==> config.mk <==
export PLATFORM = sky130hd
export DESIGN_NAME = counter_ctl
export DESIGN_NICKNAME = d
export VERILOG_FILES = /design/src/rtl/counter_pkg.sv /design/src/rtl/counter_ctl_clk_en_div.sv /design/src/rtl/counter_ctl.sv
export SDC_FILE = /design/constraint.sdc
export NUM_CORES = 1
export LEC_CHECK = 0
export BUFFER_PORTS_ARGS = -buffer_cell sky130_fd_sc_hd__buf_2
export CAP_MARGIN = 5
export CORE_ASPECT_RATIO = 0.75
export CORE_MARGIN = 2
export CORE_UTILIZATION = 45
export CTS_BUF_LIST = sky130_fd_sc_hd__clkbuf_4 sky130_fd_sc_hd__clkbuf_8
export DETAILED_ROUTE_END_ITERATION = 6
export GPL_ROUTABILITY_DRIVEN = 0
export PLACE_DENSITY = 0.76
export SETUP_SLACK_MARGIN = 0.15
export SYNTH_ARGS = -nofsm -noshare
export SYNTH_HDL_FRONTEND = slang
export SYNTH_SLANG_ARGS = --single-unit
==> constraint.sdc <==
create_clock -name clk -period 5.4 [get_ports clk]
set_clock_uncertainty 0.2 [all_clocks]
set_input_delay 1.08 -clock clk [delete_from_list [all_inputs] [get_ports clk]]
set_output_delay 1.08 -clock clk [all_outputs]
set_load 0.1 [all_outputs]
==> src/rtl/counter_pkg.sv <==
// Shared types and constants for the counter_ctl timing/event counter.
package counter_pkg;

  typedef enum logic [1:0] {
    IDLE = 2'd0,
    RUN  = 2'd1,
    DONE = 2'd2
  } cnt_state_t;

  localparam logic DIR_UP       = 1'b1;
  localparam logic MODE_FREE    = 1'b0;
  localparam logic MODE_ONESHOT = 1'b1;

endpackage

==> src/rtl/counter_ctl_clk_en_div.sv <==
// Clock-enable prescaler: emits a one-cycle tick once every PRESCALE enabled cycles.
module clk_en_div #(
  parameter int unsigned PRESCALE = 1
) (
  input  logic clk,
  input  logic rst_n,
  input  logic en,
  input  logic sync_clr,
  output logic tick
);

  localparam int unsigned PW = (PRESCALE > 1) ? $clog2(PRESCALE) : 1;
  localparam logic [PW-1:0] LAST = PW'(PRESCALE - 1);

  logic [PW-1:0] pre_q;
  logic [PW-1:0] pre_d;

  // Phase only moves while en is high, so dropping en freezes it mid-period.
  always_comb begin
    tick  = en && (pre_q == LAST);
    pre_d = pre_q;
    if (sync_clr) begin
      pre_d = '0;
    end else if (en) begin
      pre_d = tick ? '0 : pre_q + PW'(1);
    end
  end

  always_ff @(posedge clk or negedge rst_n) begin
    if (!rst_n) begin
      pre_q <= '0;
    end else begin
      pre_q <= pre_d;
    end
  end

endmodule

==> src/rtl/counter_ctl.sv <==
// Parametrised modulo counter with prescaler, up/down, clear/load and one-shot FSM.
module counter_ctl
  import counter_pkg::*;
#(
  parameter int unsigned WIDTH     = 8,
  parameter int unsigned MAX_VAL   = 2**WIDTH - 1,
  parameter int unsigned PRESCALE  = 1,
  parameter int unsigned RESET_VAL = 0
) (
  input  logic             clk,
  input  logic             rst_n,
  input  logic             en,
  input  logic             clr,
  input  logic             load,
  input  logic [WIDTH-1:0] load_val,
  input  logic             dir,
  input  logic             mode,
  input  logic             start,
  input  logic             ovf_clr,
  output logic [WIDTH-1:0] count,
  output logic             tc,
  output logic             busy,
  output logic             done,
  output logic             ovf
);

  if (MAX_VAL < 1) begin : g_chk_max_lo
    $error("counter_ctl: MAX_VAL must be >= 1");
  end
  if (64'(MAX_VAL) > ((64'd1 << WIDTH) - 64'd1)) begin : g_chk_max_hi
    $error("counter_ctl: MAX_VAL must fit in WIDTH bits");
  end
  if (PRESCALE < 1) begin : g_chk_presc
    $error("counter_ctl: PRESCALE must be >= 1");
  end
  if (RESET_VAL > MAX_VAL) begin : g_chk_rst
    $error("counter_ctl: RESET_VAL must be <= MAX_VAL");
  end

  localparam logic [WIDTH-1:0] MAX_W = WIDTH'(MAX_VAL);
  localparam logic [WIDTH-1:0] RST_W = WIDTH'(RESET_VAL);

  logic [WIDTH-1:0] count_q, count_d;
  logic             tc_q, tc_d;
  logic             ovf_q, ovf_d;
  cnt_state_t       state_q, state_d;

  logic             oneshot;
  logic             start_ok;
  logic             sync_clr;
  logic             tick;
  logic             step_en;
  logic             at_wrap;
  logic [WIDTH-1:0] step_val;
  logic [WIDTH-1:0] term_val;

  always_comb begin
    oneshot  = (mode != MODE_FREE);
    start_ok = oneshot && start;
    sync_clr = clr || load || start_ok;
  end

  clk_en_div #(
    .PRESCALE(PRESCALE)
  ) u_div (
    .clk     (clk),
    .rst_n   (rst_n),
    .en      (en),
    .sync_clr(sync_clr),
    .tick    (tick)
  );

  always_comb begin
    if (dir == DIR_UP) begin
      at_wrap  = (count_q == MAX_W);
      step_val = at_wrap ? '0 : count_q + WIDTH'(1);
      term_val = MAX_W;
    end else begin
      at_wrap  = (count_q == '0);
      step_val = at_wrap ? MAX_W : count_q - WIDTH'(1);
      term_val = '0;
    end
    step_en = tick && (!oneshot || (state_q == RUN));
  end

  // Priority clr > load > start > step; leaving one-shot mode parks the FSM in IDLE.
  always_comb begin
    count_d = count_q;
    tc_d    = 1'b0;
    ovf_d   = ovf_q && !ovf_clr;
    state_d = oneshot ? state_q : IDLE;
    if (clr) begin
      count_d = RST_W;
      state_d = IDLE;
    end else if (load) begin
      count_d = (load_val > MAX_W) ? MAX_W : load_val;
    end else if (start_ok) begin
      count_d = (dir == DIR_UP) ? '0 : MAX_W;
      state_d = RUN;
    end else if (step_en) begin
      count_d = step_val;
      if (!oneshot) begin
        if (at_wrap) begin
          tc_d  = 1'b1;
          ovf_d = 1'b1;
        end
      end else if (step_val == term_val) begin
        tc_d    = 1'b1;
        state_d = DONE;
      end
    end
  end

  always_ff @(posedge clk or negedge rst_n) begin
    if (!rst_n) begin
      count_q <= RST_W;
      tc_q    <= 1'b0;
      ovf_q   <= 1'b0;
      state_q <= IDLE;
    end else begin
      count_q <= count_d;
      tc_q    <= tc_d;
      ovf_q   <= ovf_d;
      state_q <= state_d;
    end
  end

  always_comb begin
    count = count_q;
    tc    = tc_q;
    ovf   = ovf_q;
    done  = (state_q == DONE);
    busy  = (mode == MODE_ONESHOT) ? (state_q == RUN) : en;
  end

endmodule

==> impl_metrics.csv, run 1 <==
group,metric,value,unit
floorplanning,die_area,0.00341,mm2
floorplanning,die_h,51.1,um
cts,path_clk_slew,0.06,ns
yosys,ys_top_cells_by_area,"dfrtp_1, o41ai_1, nand2_1, a21oi_1, clkbuf_1",
timing,slew_viol_final,0,
floorplanning,rows,17,
power,swShare,45.4,%
placement,dp_hpwl,2500,um
global_routing,grt_pass1_wl,5980,um
yosys,seq_area_frac_synth,24.5,%
worst_setup_path,worstSetupEndpointType,"flop",
yosys,syn_area,0.00133,mm2
cts,htree_levels,1,
timing,final.period_utilization,61.8,%
timing,finalHoldViolCount,0,
power,pwr_density_cell,260,mW/mm2
min_path,hold_path.startpoint,"ovf",
power,p_int,208,uW
worst_setup_path,worstReg2RegStart,"count[0]",
detailed_routing,drcViolationCount,0,
cells_and_area,final_nets,200,
yosys,synth-async-reset-ratio,100,%
cells_and_area,area_delta_synth_final,10.2,%
detailed_routing,vias_per_cell,6.38,
outcome,status,"finished clean",
global_routing,track_usage,22.6,%
cells_and_area,antenna_cells,0,
power,sequentialPowerShare,33.1,%
cells_and_area,drive_gt1_share,21.1,%
floorplanning,die_x,66.7,um
detailed_routing,first_pass_iters,4,
detailed_routing,wl_per_cell,16.2,um
timing,slew_headroom,32.2,%
cts,root_buffer,"clkbuf_8",
cts,cts_buffer_depth,2,
floorplanning,core_area,0.00287,mm2
global_routing,grt_max_degree,29,
yosys,ys_dominant_reg_cell,"dfrtp_1",
detailed_routing,ant_nets,0,
timing,min_period,3.34,ns
power,p_leak,0.610,nW
yosys,yosys.area.top_type_share,24.5,%
worst_setup_path,cp.arrival,3.28,ns
yosys,yosysTopAreaCell,"dfrtp_1",
detailed_routing,num_vias,1390,
power,pwr-share-clk,25.6,%
cts,tritoncts,"done",
placement,io_buffers,28,
detailed_routing,drt_iter0_drc,110,
yosys,synth_edf_count,0,
run,cap_viol_max_count,0,
floorplanning,ioPinCount,29,
cells_and_area,stdcell_count,218,
worst_setup_path,crit_path_max_fanout,18,
worst_setup_path,worstSetupPathType,"reg -> reg",
timing,hold_slack,0.288,ns
min_path,hold_path_class,"reg -> reg",
cts,postCtsHoldBufs,0,
cts,postCtsSetupBuffers,0,
yosys,synthDistinctLibCells,56,
yosys,ys_ff_latch,13,
worst_setup_path,path_cells,"inv_1, ha_1, or4b_4, or3_1, a31oi_1, a2111oi_0, or4b_1, a2111oi_2",
cells_and_area,fin_util,51.0,%
floorplanning,initial_utilization,46.3,%
timing,clock.fmax,0.300,GHz
power,peakVddDrop,0.000142,V
detailed_routing,wl,3520,um
yosys,synth-warning-count,0,
cts,clock_sinks,13,
yosys,yosysMostFrequentCell,"nand2_1",
timing,rsz0062_at_grt,"false",
placement,numPlacedInstances,214,
global_routing,antenna_found_initial,0,
worst_setup_path,cpPeakStageDelay,0.69,ns
power,comb_power_share,41.2,%
global_routing,first_global_vias,1261,
timing,setup_tns,0,ns
worst_setup_path,startpoint,"count[0]",
worst_setup_path,crit_path_start_kind,"flop",
worst_setup_path,cp.required,5.34,ns
cts,insertion_delay,0.25,ns
yosys,syn_nets,187,
cts,cts_made_buffers,3,
cts,post_cts_resized,0,
timing,tightest_slew,1.01,ns
global_routing,overflow,0,
yosys,synth_common_cells,"nand2_1, dfrtp_1, clkbuf_1, nor2_1",
yosys,syn_avg_cell_area,7.91,um2
worst_setup_path,crit_slowest_cell,"dfrtp_1",
power,p_switching,173,uW
timing,setup_viol,0,
yosys,netlist_instances,168,
==> final cells by class <==
type,instances,area (um2)
clock buffers,4,48.8
inverters,5,18.8
repair buffers,28,140
multi-input cells,130,883
flip-flops and latches,13,325
fillers,289,1410
well taps,38,47.5
==> power groups by stage <==
stage / registers (mW) / clock network, mW / logic, mW
after global placement: 0.126 / 0 / 0.153
after detailed placement: 0.127 / 0 / 0.156
final: 0.126 / 0.0977 / 0.157
after floorplan: 0.158 / 0 / 0.100
after global routing: 0.129 / 0.105 / 0.169
after CTS: 0.126 / 0.100 / 0.157
==> sequential cells by signal, indices dropped and copies added (netlist names) <==
signal and count:
u_div.pre_q 1, tc 1, state_q 2, count 8, ovf 1
==> cell usage in the layout (no fill, tap or decap), types with 3 or more instances in the layout <==
| cell | n |
|---|---|
| nor3_1 | 5 |
| nor4_1 | 3 |
| a31oi_1 | 3 |
| nor2b_1 | 5 |
| o41ai_1 | 8 |
| or3_1 | 4 |
| clkbuf_8 | 3 |
| o21ai_0 | 5 |
| buf_2 | 28 |
| nor2_1 | 10 |
| a21oi_1 | 8 |
| o22ai_1 | 3 |
| nand3_1 | 3 |
| nand2b_1 | 4 |
| dfrtp_1 | 13 |
| xor2_1 | 4 |
| o31a_1 | 3 |
| nand2_1 | 15 |
| inv_1 | 5 |
==> path summary, 6_finish.rpt <==
check | endpoint | slack (ns) | depth (start not counted)
setup / recovery | state_q[1] | 2.06 | 8
hold / removal | ovf | 0.29 | 2
setup reg to reg | state_q[1] | 2.06 | 8
hold reg to reg | ovf | 0.29 | 2
max in group asynchronous | state_q[1] | 4.26 | 1
min in group asynchronous | tc | 0.51 | 1
==> critical path: cells and delay by family, from the launching register on <==
kind,cells,cell delay (ns)
adder cells (fa/ha/maj),1,0.27
AND/OR/NAND/NOR,3,0.94
buffers and inverters,1,0.13
AO/OA/AOI/OAI,3,0.99
flip-flops,1,0.69
==> metrics by stage <==
step / setup slack, ns / area [um2] / power, mW
after floorplan: 1.52 / 1330 / 0.258
after global placement: 1.97 / 1420 / 0.279
after detailed placement: 1.88 / 1420 / 0.283
after CTS: 2.14 / 1460 / 0.382
after global routing: 1.86 / 1460 / 0.403
final: 2.06 / 1460 / 0.381
==> routing by layer <==
layer | GRT usage, % | routed length [um] | up-vias
met3 | 6.39 | 277 | 4
li1 | - | - | 665
met4 | 5.44 | 20 | 0
met1 | 30.3 | 1590 | 661
met5 | 0 | 0 | -
met2 | 36.0 | 1630 | 60
==> cell families after synthesis <==
logic type,share of synthesized area (%)
compound gates,30.1
xor+xnor,3.95
fa+ha+maj,1.88
buf+inv,9.04
flops,24.5
mux,1.60
simple gates,28.9
Note: power is estimated with default switching activity, not from simulation.
==> inputs of run 2 (changes only) <==
==> constraint.sdc (replaced) <==
create_clock -name clk -period 3.4 [get_ports clk]
set_clock_uncertainty 0.2 [all_clocks]
set_input_delay 0.68 -clock clk [delete_from_list [all_inputs] [get_ports clk]]
set_output_delay 0.68 -clock clk [all_outputs]
set_load 0.1 [all_outputs]
==> run 2 against run 1 <==
Net effect: critical endpoint unchanged; register-to-register slack got worse by 1.7 ns; worst setup slack got worse by 1.7 ns; design area rose by 3.9%; die area did not move; critical path type unchanged; sequential power rose by 60%; non-clock buffer count rose by 6.
==> impl_metrics.csv, run 2 (same netlist as run 1, synthesis figures left out) <==
group,metric,value,unit
timing,slew_viol_final,0,
power,sequentialPowerShare,32.3,%
floorplanning,ioPinCount,29,
min_path,hold_path_class,"in -> async",
cts,path_clk_slew,0.06,ns
worst_setup_path,worstSetupPathType,"reg -> reg",
floorplanning,initial_utilization,46.3,%
power,p_leak,0.638,nW
cells_and_area,largest_reg_flops,8,
worst_setup_path,crit_slowest_cell,"or4b_4",
floorplanning,rows,17,
cells_and_area,antenna_cells,0,
cells_and_area,mostFrequentLayoutCell,"buf_2",
timing,min_period,3.05,ns
floorplanning,die_x,66.7,um
worst_setup_path,worstReg2RegStart,"count[0]",
global_routing,first_global_vias,1277,
worst_setup_path,rrSetupSlack,0.35,ns
placement,dp_hpwl,2710,um
cts,cts_made_buffers,3,
worst_setup_path,cp.required,3.34,ns
detailed_routing,drt_iter0_drc,106,
timing,rsz0062_at_grt,"false",
detailed_routing,ant_nets,0,
run,cap_viol_max_count,0,
worst_setup_path,cp.arrival,3.00,ns
cells_and_area,postLayoutCellArea,0.00152,mm2
detailed_routing,drcViolationCount,0,
detailed_routing,num_vias,1401,
global_routing,track_usage,24.6,%
detailed_routing,vias_per_cell,6.25,
cts,postCtsHoldBufs,0,
worst_setup_path,cp.depth,8,
worst_setup_path,reg2reg_depth,8,
timing,tightest_slew,0.466,ns
detailed_routing,wl_per_cell,17.2,um
worst_setup_path,path_buf_inv,1,
power,pwr-share-clk,25.5,%
timing,finalHoldViolCount,0,
floorplanning,die_h,51.1,um
placement,io_buffers,28,
cts,root_buffer,"clkbuf_8",
power,peakVddDrop,0.000237,V
cells_and_area,fin_util,53.0,%
timing,setup_tns,0,ns
power,swShare,45.4,%
worst_setup_path,crit_path_max_fanout,12,
cells_and_area,final_cell_mix,"buf_2, nand2_1, dfrtp_1",
detailed_routing,first_pass_iters,4,
timing,clock.fmax,0.328,GHz
cells_and_area,area_delta_synth_final,14.5,%
global_routing,antenna_found_initial,0,
outcome,status,"finished clean",
timing,setup_viol,0,
floorplanning,core_area,0.00287,mm2
global_routing,overflow,0,
worst_setup_path,path_cells,"inv_1, ha_1, or4b_4, o21a_1, nor3_2, a21oi_1, or4b_1, a2111oi_2",
worst_setup_path,crit_path_start_kind,"flop",
worst_setup_path,critPathTopFamily,"simple AND/OR/NAND/NOR gates",
cells_and_area,drive_gt1_share,25.3,%
timing,slew_headroom,68.6,%
cells_and_area,fillCellCount,290,
power,pwr_density_cell,409,mW/mm2
worst_setup_path,worstSetupEndpointType,"flop",
power,comb_power_share,42.2,%
power,p_switching,283,uW
cts,tritoncts,"done",
cts,cts_buffer_depth,2,
floorplanning,die_area,0.00341,mm2
power,p_int,340,uW
placement,placed_area,0.00144,mm2
cts,insertion_delay,0.26,ns
global_routing,grt_max_degree,25,
worst_setup_path,r2r_end,"state_q[1]",
cells_and_area,final_nets,206,
global_routing,grt_pass1_wl,6260,um
cts,clock_sinks,13,
cts,htree_levels,1,
timing,final.period_utilization,89.8,%
detailed_routing,wl,3860,um
worst_setup_path,cpPeakStageDelay,0.56,ns
## run 2: cell count changes in the layout (fill, tap and decap cells not counted)
cell | before | now
a21oi_1 | 8 | 7
dfrtp_1 | 13 | 11
a21oi_2 | 0 | 1
a2111oi_0 | 2 | 1
buf_4 | 0 | 6
a2111oi_1 | 0 | 1
dfrtp_4 | 0 | 2
## run 2: layout make-up
| type | count | area, um2 | share of cell area (%) |
|---|---|---|---|
| tap | 38 | 47.5 | 3.12 |
| timing repair buffer | 34 | 185 | 12.2 |
| multi-input combinational | 130 | 888 | 58.4 |
| clock buffer | 4 | 48.8 | 3.21 |
| inverter | 5 | 18.8 | 1.23 |
| sequential | 13 | 333 | 21.9 |
## run 2: worst max-delay path by stage
stage,startpoint,to,slack [ns]
6_report,count[0],state_q[1],0.35
5_1_grt,count[0],state_q[1],0.19
4_1_cts,count[0],state_q[1],0.33
3_5_place_dp,count[0],state_q[1],0.35
3_3_place_gp,dir,state_q[1],0.47
2_1_floorplan,count[0],state_q[1],0.19
## run 2: metal layers
layer  part of all wire, %  track usage [%]  vias to the layer above
li1                      -                -                      676
met1                    46             33.2                      655
met2                    45             37.8                       64
met3                   8.3             6.61                        6
met4                   1.3             8.84                        0
met5                     0                0                        -
## run 2: stage by stage
stage	std cells	hold slack, ns	total power, mW	setup WS, ns
after floorplan	168	0.184	0.412	0.194
final	224	0.108	0.623	0.347
after detailed placement	216	0.278	0.455	0.352
after global routing	224	0.135	0.654	0.185
after global placement	216	0.268	0.448	0.467
after CTS	220	0.122	0.615	0.325
## run 2: power groups by stage
stage / sequential (mW) / clock [mW] / combinational (mW)
6_report: 0.201 / 0.159 / 0.263
5_1_grt: 0.205 / 0.166 / 0.283
4_1_cts: 0.202 / 0.161 / 0.251
3_5_place_dp: 0.205 / 0 / 0.250
3_3_place_gp: 0.202 / 0 / 0.246
2_1_floorplan: 0.252 / 0 / 0.160
## run 2: timing repair
action                     4_1_cts  5_1_grt
gates resized for setup          0        2
setup endpoints to repair        0        1
buffers inserted                 0        4
hold endpoints to repair         0        0
